[src/rtl/id_issue_scoreboard.sv]
// Decode-stage issue scoreboard: per-register pending-write counters, RAW/WAW stall, post-flush bubbles.
// Optional SCOREBOARD_BYPASS_EN: a same-cycle WB release clears a last-pending source hazard.
`timescale 1ns/1ps
module id_issue_scoreboard #(
    parameter int CNT_W        = 2,
    parameter int FLUSH_CYCLES = 1
) (
    input  logic        clk,
    input  logic        reset,
    input  logic        id_valid,
    input  logic [4:0]  id_rs,
    input  logic [4:0]  id_rt,
    input  logic        id_use_rs,
    input  logic        id_use_rt,
    input  logic        id_regwrite,
    input  logic [4:0]  id_writereg,
    input  logic        wb_writeen,
    input  logic [4:0]  wb_writereg,
    input  logic        flush,
    input  logic        ex_valid,
    input  logic        ex_regwrite,
    input  logic [4:0]  ex_writereg,
    output logic        issue,
    output logic        stall,
    output logic        bubble,
    output logic [31:0] stall_count,
    output logic        sb_err
);

    localparam logic [CNT_W-1:0] MAX = '1;
    localparam logic [CNT_W-1:0] ONE = CNT_W'(1);

    typedef enum logic [1:0] {RUN, STALL, FLUSH} state_t;

    state_t             state_q, state_d;
    logic [2:0]         fcnt_q, fcnt_d;
    logic [CNT_W-1:0]   cnt_q [32];
    logic [CNT_W-1:0]   cnt_d [32];
    logic [31:0]        stall_count_q, stall_count_d;
    logic               sb_err_q, sb_err_d;

    logic rs_busy, rt_busy, wr_full, hazard;

`ifdef SCOREBOARD_BYPASS_EN
    // Regfile is write-first, so the final outstanding write retiring now satisfies the read.
    assign rs_busy = (cnt_q[id_rs] != '0) &
                     ~((cnt_q[id_rs] == ONE) & wb_writeen & (wb_writereg == id_rs));
    assign rt_busy = (cnt_q[id_rt] != '0) &
                     ~((cnt_q[id_rt] == ONE) & wb_writeen & (wb_writereg == id_rt));
`else
    assign rs_busy = (cnt_q[id_rs] != '0);
    assign rt_busy = (cnt_q[id_rt] != '0);
`endif
    assign wr_full = (cnt_q[id_writereg] == MAX);
    assign hazard  = id_valid & ((id_use_rs & rs_busy) | (id_use_rt & rt_busy) |
                                 (id_regwrite & wr_full));

    assign issue  = ~reset & (state_q != FLUSH) & id_valid & ~hazard & ~flush;
    assign stall  = ~reset & (state_q != FLUSH) & id_valid & ~issue & ~flush;
    assign bubble = ~reset & ~issue;

    assign stall_count = stall_count_q;
    assign sb_err      = sb_err_q;

    always_comb begin
        int v;
        v        = 0;
        sb_err_d = sb_err_q;
        for (int r = 0; r < 32; r++) begin
            v = int'(cnt_q[r]);
            if (issue & id_regwrite & (id_writereg == 5'(r)))                 v = v + 1;
            if (wb_writeen & (wb_writereg == 5'(r)))                          v = v - 1;
            if (flush & ex_valid & ex_regwrite & (ex_writereg == 5'(r)))      v = v - 1;
            if (v < 0) begin
                sb_err_d = 1'b1;
                v        = 0;
            end else if (v > int'(MAX)) begin
                sb_err_d = 1'b1;
                v        = int'(MAX);
            end
            cnt_d[r] = (r == 0) ? '0 : v[CNT_W-1:0];
        end
    end

    always_comb begin
        stall_count_d = stall_count_q;
        if (stall && stall_count_q != 32'hFFFF_FFFF)
            stall_count_d = stall_count_q + 32'd1;
    end

    always_comb begin
        state_d = state_q;
        fcnt_d  = fcnt_q;
        if (flush) begin
            state_d = FLUSH;
            fcnt_d  = 3'(FLUSH_CYCLES);
        end else begin
            case (state_q)
                RUN:     if (hazard) state_d = STALL;
                STALL:   if (!hazard) state_d = RUN;
                FLUSH: begin
                    if (fcnt_q <= 3'd1) begin
                        state_d = RUN;
                        fcnt_d  = 3'd0;
                    end else begin
                        fcnt_d  = fcnt_q - 3'd1;
                    end
                end
                default: state_d = RUN;
            endcase
        end
    end

    always_ff @(posedge clk or posedge reset) begin
        if (reset) begin
            state_q       <= RUN;
            fcnt_q        <= 3'd0;
            stall_count_q <= 32'd0;
            sb_err_q      <= 1'b0;
            for (int r = 0; r < 32; r++) cnt_q[r] <= '0;
        end else begin
            state_q       <= state_d;
            fcnt_q        <= fcnt_d;
            stall_count_q <= stall_count_d;
            sb_err_q      <= sb_err_d;
            for (int r = 0; r < 32; r++) cnt_q[r] <= cnt_d[r];
        end
    end

endmodule

[config.mk]
export PLATFORM = sky130hd
export DESIGN_NAME = id_issue_scoreboard
export DESIGN_NICKNAME = d
export VERILOG_FILES = /design/src/rtl/id_issue_scoreboard.sv
export SDC_FILE = /design/constraint.sdc
export NUM_CORES = 1
export LEC_CHECK = 0
export ABC_AREA = 1
export BUFFER_PORTS_ARGS = -buffer_cell sky130_fd_sc_hd__buf_2
export CAP_MARGIN = 20
export CORE_UTILIZATION = 45
export CTS_CLUSTER_DIAMETER = 200
export CTS_CLUSTER_SIZE = 12
export DETAILED_ROUTE_END_ITERATION = 8
export GPL_TIMING_DRIVEN = 0
export PLACE_DENSITY = 0.72
export SETUP_SLACK_MARGIN = 0.02
export SLEW_MARGIN = 15
export SYNTH_ARGS = -nofsm -noshare
export SYNTH_HDL_FRONTEND = slang
export SYNTH_SLANG_ARGS = --single-unit
export TNS_END_PERCENT = 100
[constraint.sdc]
create_clock -name clk -period 4.45 [get_ports clk]
set_clock_uncertainty 0.15 [all_clocks]
set_input_delay 0.445 -clock clk [delete_from_list [all_inputs] [get_ports clk]]
set_output_delay 0.445 -clock clk [all_outputs]
set_load 0.005 [all_outputs]
==> results of run 1 <==
[layout make-up]
class	instances	area, um^2	area share (%)
flip-flops and latches	100	2537	14.22
clock buffers	9	225.2	1.262
diodes	1	2.502	0.01403
plain buffers	31	354.1	1.985
multi-input cells	2026	11390	63.83
repair buffers	158	1276	7.153
inverters	384	1464	8.205
well taps	402	503.0	2.819
clock inverters	7	91.34	0.5120
[flip-flops by register name, summed over array words and instances, names as in the netlist]
name         count
fcnt_q           3
state_q          2
cnt_q           62
sb_err           1
stall_count     32
[metrics by stage]
step	setup TNS (ns)	worst slack [ns]	hold WS (ns)	cell area (um^2)
CTS	0	0.02977	0.1523	16570
finish	0	0.08542	0.1545	17840
global route	-0.1193	-0.1193	0.1829	17840
detailed placement	-5.125	-1.272	0.2788	15530
floorplan	-0.2104	-0.2104	0.2557	14620
global placement	-94.27	-2.481	0.2672	15470
[cells in the final DEF, fill, tap and decap left out, types with 7 or more instances in the layout]
cell type    n
nand2_1    727
nor2_1     371
inv_1      353
nand3_1    190
ha_1       124
buf_2       73
dfrtp_1     72
a21oi_1     70
buf_4       61
o21ai_0     53
nand4_1     52
nand2_2     51
nor2_2      50
xor2_1      44
nor2_4      38
nand3_2     37
dfrtp_2     28
inv_2       25
o21ai_1     22
nand3b_1    19
buf_12      18
or2_2       18
o21ai_2     17
a31oi_1     17
clkbuf_16   14
buf_6       12
nor3_1      12
nand3_4     11
xnor2_1     10
nand2_4      9
a21oi_2      9
nor4_1       8
or2_4        7
and2_1       7
xor2_2       7
[logic make-up (layout without fill, tap and decap cells)]
group | Yosys count | after routing | share of synthesized area (%)
muxes | 10 | 10 | 0.7244
adders and majority gates | 130 | 130 | 11.26
buffers and inverters | 416 | 589 | 11.64
xor gates and xnor gates | 61 | 61 | 4.045
other | 0 | 1 | 0
AOI/OAI and AO/OA | 209 | 209 | 7.788
DFF | 100 | 100 | 17.25
and+or+nand+nor | 1616 | 1616 | 47.29
[report_power, final]
group	internal (uW)	switching [uW]
sequential	1210	559
clock	409	475
combinational	1440	2320
[worst register-to-register path, delay by kind of cell, from the launching register on]
| kind | cells | cell delay (ns) |
|---|---|---|
| and+or+nand+nor | 24 | 2.64 |
| adders and majority gates | 1 | 0.31 |
| DFF | 1 | 0.44 |
| buffers and inverters | 4 | 0.69 |
[how the worst max path moves through the flow]
| stage | from | end | slack (ns) | depth (start not counted) |
|---|---|---|---|---|
| 6_report | id_regwrite | sb_err$_DFFE_PP0P_ | 0.09 | 19 |
| 5_1_grt | id_rs[0] | sb_err$_DFFE_PP0P_ | -0.12 | 32 |
| 4_1_cts | id_writereg[0] | sb_err$_DFFE_PP0P_ | 0.03 | 31 |
| 3_5_place_dp | reset | sb_err$_DFFE_PP0P_ | -1.27 | 25 |
| 3_3_place_gp | reset | sb_err$_DFFE_PP0P_ | -2.48 | 24 |
| 2_1_floorplan | reset | sb_err$_DFFE_PP0P_ | -0.21 | 22 |
[routing by layer]
metal,routed length [um],GRT usage (%),vias to the layer above
met5,0,0,-
met4,3475,15.36,0
met3,6034,6.378,206
met2,25190,54.68,827
met1,23680,43.99,8083
li1,-,-,8358
[cell usage after synthesis (all sizes together)]
library cell	number	share of area (%)
o211ai	3	0.16
nor3	12	0.41
a211oi	1	0.052
mux2	4	0.31
a2111oi	1	0.060
dfrtp	100	17
nand2	789	21
mux2i	6	0.41
o41ai	1	0.060
xor2	51	3.4
o22ai	2	0.086
clkbuf	6	0.16
ha	129	11
nand3	238	8.7
a21boi	4	0.23
o21bai	4	0.21
buf	26	1.6
nor2	459	12
xnor2	10	0.60
nor3b	3	0.16
inv	382	9.9
and2	7	0.30
o21ai	92	3.2
fa	1	0.14
a32oi	1	0.060
a31oi	17	0.73
o31ai	3	0.16
nand4	54	2.4
a21oi	80	2.8
nor4	9	0.43
nand3b	20	1.1
clkinv	2	0.052
or2	25	1.1
[timing repair]
| action | CTS | global route |
|---|---|---|
| setup buffers | 35 | 39 |
| pin swaps | 23 | 113 |
| endpoints found under the setup margin | 5 | 1 |
| endpoints found under the hold margin | 19 | 0 |
| gates cloned | 1 | 6 |
| hold buffers | 5 | 0 |
| gates resized for setup | 125 | 236 |
==> flow_metrics.tcl, run 1 <==
set metrics [dict create \
    status "completed" \
    grt_first_pass_wirelength_um 86550 \
    cp.arrival_ns 4.47 \
    cp_max_fo 10 \
    vias 17474 \
    cpMostUsedCell "nor2_2" \
    dp.cells 3016 \
    finalNonFillerCells 3118 \
    routabilityCongestion 1.036 \
    hp-class "input pin to flop" \
    clock_sinks 100 \
    slew_headroom_pct 23.73 \
    synth-warning-count 0 \
    path_delay_family "simple AND/OR/NAND/NOR gates" \
    clk_pin_slew_ns 0.09 \
    dr.first_iter.drc_count 1701 \
    ir_drop_mv 0.1920 \
    drc 0 \
    rsz0062_at_grt "true" \
    syn_area_um2 14510 \
    slowest_stage "buf_1" \
    grt_overflow 0 \
    worst-setup-path-type "input pin to flop" \
    max_freq_mhz 229.1 \
    cts_buffers 9 \
    timing.rr.start "cnt_q[27]$_DFF_PP0_" \
    io_pins 71 \
    htree_num_levels 3 \
    r2r_end "sb_err$_DFFE_PP0P_" \
    power_leakage_uw 0.009049 \
    place_hpwl_um 43520 \
    die_y_um 181.6 \
    grt_antenna_before_repair 1 \
    post-route-period-util_pct 98.08 \
    maxCapViolations 0 \
    cp-end-kind "flop" \
    period_needed_ns 4.365 \
    drt-pass1-iter-count 6 \
    drive_above_1_share_pct 19.48 \
    syn_avg_cell_area_um2 5.707 \
    fin_nets 2875 \
    initial_core_util_pct 45.86 \
    worstPathCellList "buf_2, buf_1, clkbuf_1, nand4_1, nand2_1, nand2_1, nor2_2, ha_1, or2_2, o21ai_1, o21bai_1, nor2_2, nand2_1, nor2_2, nand2_2, nor2_4, nand2_2, nor2_2, nand3_2" \
    grtUsageTotal_pct 33.95 \
    reg2reg_slack_ns 0.10 \
    total_power_uw 6420 \
    powerDensity_nw_per_um2 359.9 \
    setup_viol 0 \
    path_buf_inv 3 \
    post-route-util_pct 56.39 \
    ant_nets 0 \
    synth_cell_types 51 \
    hold_end "state_q[0]$_DFFE_PP0P_" \
    postSynthCellCount 2542 \
    fill_cells 3223 \
    post_drt_wl_per_cell_um 18.72 \
    drt_wl_total_um 58380 \
    critical_path_required_ns 4.55 \
    hold_path_depth 3 \
    cp-start-kind "input pin" \
    cts_tree "done" \
    core_um2 31640 \
    tightest_slew_ns 1.144 \
    ys_seq_area_share_pct 17.25 \
    ys_ff_latch 100 \
    critPathMaxStageDelay_ns 0.79 \
    area_growth_pct 22.98 \
    worstHoldStart "id_valid" \
    dieWidth_um 181.6 \
    clk_latency_ns 0.38 \
    grt_max_degree 29 \
    num_rows 65 \
    die-area_um2 32960 \
    finalMaxSlewViolations 0 \
    rr_worst_depth 29 \
    via_per_inst 5.604 \
    finalHoldViolations 0 \
    grt_pass1_vias 16125 \
    clock-root-buffer "clkbuf_16" \
    syn-num-nets 2707 \
    port-buffer-count 69 \
    cts_buffer_depth 2 \
]
No activity file was read; power rests on OpenSTA's default activity.
==> inputs of run 2 (changes only) <==
PLACE_DENSITY = default   (was 0.72)
SLEW_MARGIN = 5   (was 15)
==> run 2 against run 1 <==
Compared with the run above: the flow now finishes with violations (setup timing); cell area fell by 6.3%; power fell by 5.7%; die area did not move; sequential share of layout area rose by 0.91 points; fmax fell by 2.1%; clock-buffer cell count did not move; global-route usage rose by 0.83 points; non-clock buffer count fell by 48; utilization fell by 3.6 points; largest cell class unchanged.
==> flow_metrics.tcl, run 2 (same netlist as run 1, synthesis figures left out) <==
set metrics [dict create \
    status "finished, violations left" \
    violations "setup timing" \
    fin_nets 2828 \
    htree_num_levels 3 \
    p_sw_uw 3140 \
    clkPwrFrac_pct 14.6 \
    die_y_um 181.6 \
    top_register "cnt_q" \
    io_pins 71 \
    clk_latency_ns 0.40 \
    worst-setup-path-type "input pin to flop" \
    clock-root-buffer "clkbuf_16" \
    tightest_slew_ns 1.155 \
    dieWidth_um 181.6 \
    rsz0062_at_grt "true" \
    ir_drop_mv 0.2331 \
    initial_core_util_pct 45.86 \
    timing.setup.tns_ns -0.009498 \
    largest_register_ff_count 62 \
    place_hpwl_um 44440 \
    powerDensity_nw_per_um2 362.1 \
    wl_met2_um 24760 \
    cp-start-kind "input pin" \
    grt_max_degree 36 \
    maxCapViolations 0 \
    design_area_um2 16710 \
    worstPathCellList "buf_2, buf_1, clkbuf_1, nand4_1, o21ai_2, inv_1, nor2_2, ha_1, or2_2, nand2_1, nand3_1, a21oi_1, nand2_1, nor2_2, nand2_1, nor2_4, nand3_1, nor2_1, nand3_2" \
    pwr-share-seq_pct 28.7 \
    core_um2 31640 \
    area_growth_pct 15.20 \
    vias 16925 \
    cpMostUsedCell "nand2_1" \
    placed_cell_area_um2 15530 \
    routabilityCongestion 1.023 \
    timing.rr.start "cnt_q[61]$_DFF_PP0_" \
    final_cell_mix "nand2_1 (761), nor2_1 (399), inv_1 (366), nand3_1 (207), ha_1 (129)" \
    die-area_um2 32960 \
    startpoint "id_regwrite" \
    period_needed_ns 4.459 \
    ant_nets 0 \
    grt_overflow 0 \
    power_leakage_uw 0.008641 \
    drt_wl_total_um 56190 \
    grt_antenna_before_repair 1 \
    switching_share_pct 51.89 \
    critical_path_required_ns 4.56 \
    comb_power_share_pct 56.7 \
    finalHoldViolations 0 \
    critPathMaxStageDelay_ns 0.75 \
    total_power_uw 6051 \
    p_int_uw 2911 \
    drc 0 \
    setup_slack_ns -0.009498 \
    slew_headroom_pct 23.01 \
    clock_sinks 100 \
    fill_cells 3442 \
    via_per_inst 5.511 \
    grt_pass1_vias 15945 \
    hp-class "input pin to async pin" \
    drt-pass1-iter-count 6 \
    slowest_stage "clkbuf_1" \
    grt_first_pass_wirelength_um 87390 \
    dr_wl_met3_um 4379 \
    drive_above_1_share_pct 13.57 \
    cts_buffers 9 \
    post-route-period-util_pct 100.2 \
    cp_max_fo 10 \
    num_rows 65 \
    cp.arrival_ns 4.57 \
    finalMaxSlewViolations 0 \
    mostFrequentLayoutCell "nand2_1" \
    grtUsageTotal_pct 34.79 \
    dr.first_iter.drc_count 1404 \
    max_freq_mhz 224.2 \
    wl_met1_um 24480 \
    cts_tree "done" \
    setup_viol 1 \
    cts_buffer_depth 2 \
    cp-end-kind "flop" \
    port-buffer-count 69 \
    top_layer_used "met4" \
    clk_pin_slew_ns 0.09 \
    post_drt_wl_per_cell_um 18.30 \
]
-- run 2: repair_timing --
item,in CTS,in global routing
pin swaps,13,44
hold buffers,3,0
setup buffers,27,7
hold endpoints to repair,45,0
cloned,1,0
gates resized for setup,99,72
endpoints found under the setup margin,13,5
-- run 2: critical path: cells and delay by family --
family	cells	cell delay (ns)
compound gates	2	0.34
fa+ha+maj	1	0.24
buf+inv	4	1.70
simple gates	12	1.83
-- run 2: power groups by stage --
stage | clock, uW | combinational [uW] | sequential, uW
after floorplan | 0 | 2410 | 1450
after global placement | 0 | 3000 | 1670
after detailed placement | 0 | 3110 | 1670
after CTS | 899 | 3280 | 1700
after global routing | 929 | 3970 | 1760
final | 884 | 3430 | 1740
-- run 2: through the flow --
step	utilization, %	instances	hold slack, ns	worst slack, ns
floorplan	-	2542	0.2557	-0.2104
global placement	48.90	3013	0.2626	-2.535
detailed placement	49.09	3016	0.2858	-1.349
CTS	51.96	3063	0.02091	0.02146
global route	52.82	3070	0.03575	-0.2207
finish	52.83	3071	0.02615	-0.009498
-- run 2: final timing paths --
path	to	slack (ns)	cells after the start
max	sb_err$_DFFE_PP0P_	-0.009	19
min	stall_count[12]$_DFFE_PP0P_	0.03	4
max reg2reg	sb_err$_DFFE_PP0P_	0.03	25
min reg2reg	state_q[0]$_DFFE_PP0P_	0.29	1
max in group asynchronous	cnt_q[10]$_DFF_PP0_	3.23	5
min in group clk	state_q[0]$_DFFE_PP0P_	0.14	3
-- run 2: cell type report --
class	count	area, um^2	area share [%]
Antenna cell	1	2.502	0.01497
Buffer	32	325.3	1.947
Clock buffer	9	225.2	1.348
Clock inverter	7	98.84	0.5914
Inverter	384	1451	8.685
Multi-Input combinational cell	2026	10810	64.69
Sequential cell	100	2529	15.13
Tap cell	402	503.0	3.010
Timing Repair Buffer	109	762.0	4.559
Timing Repair inverter	1	5.005	0.02995
-- run 2: layer usage --
metal / vias up / track usage, %
met5: - / 0
met2: 655 / 56.37
li1: 8270 / -
met4: 0 / 15.66
met1: 7860 / 45.58
met3: 140 / 5.275
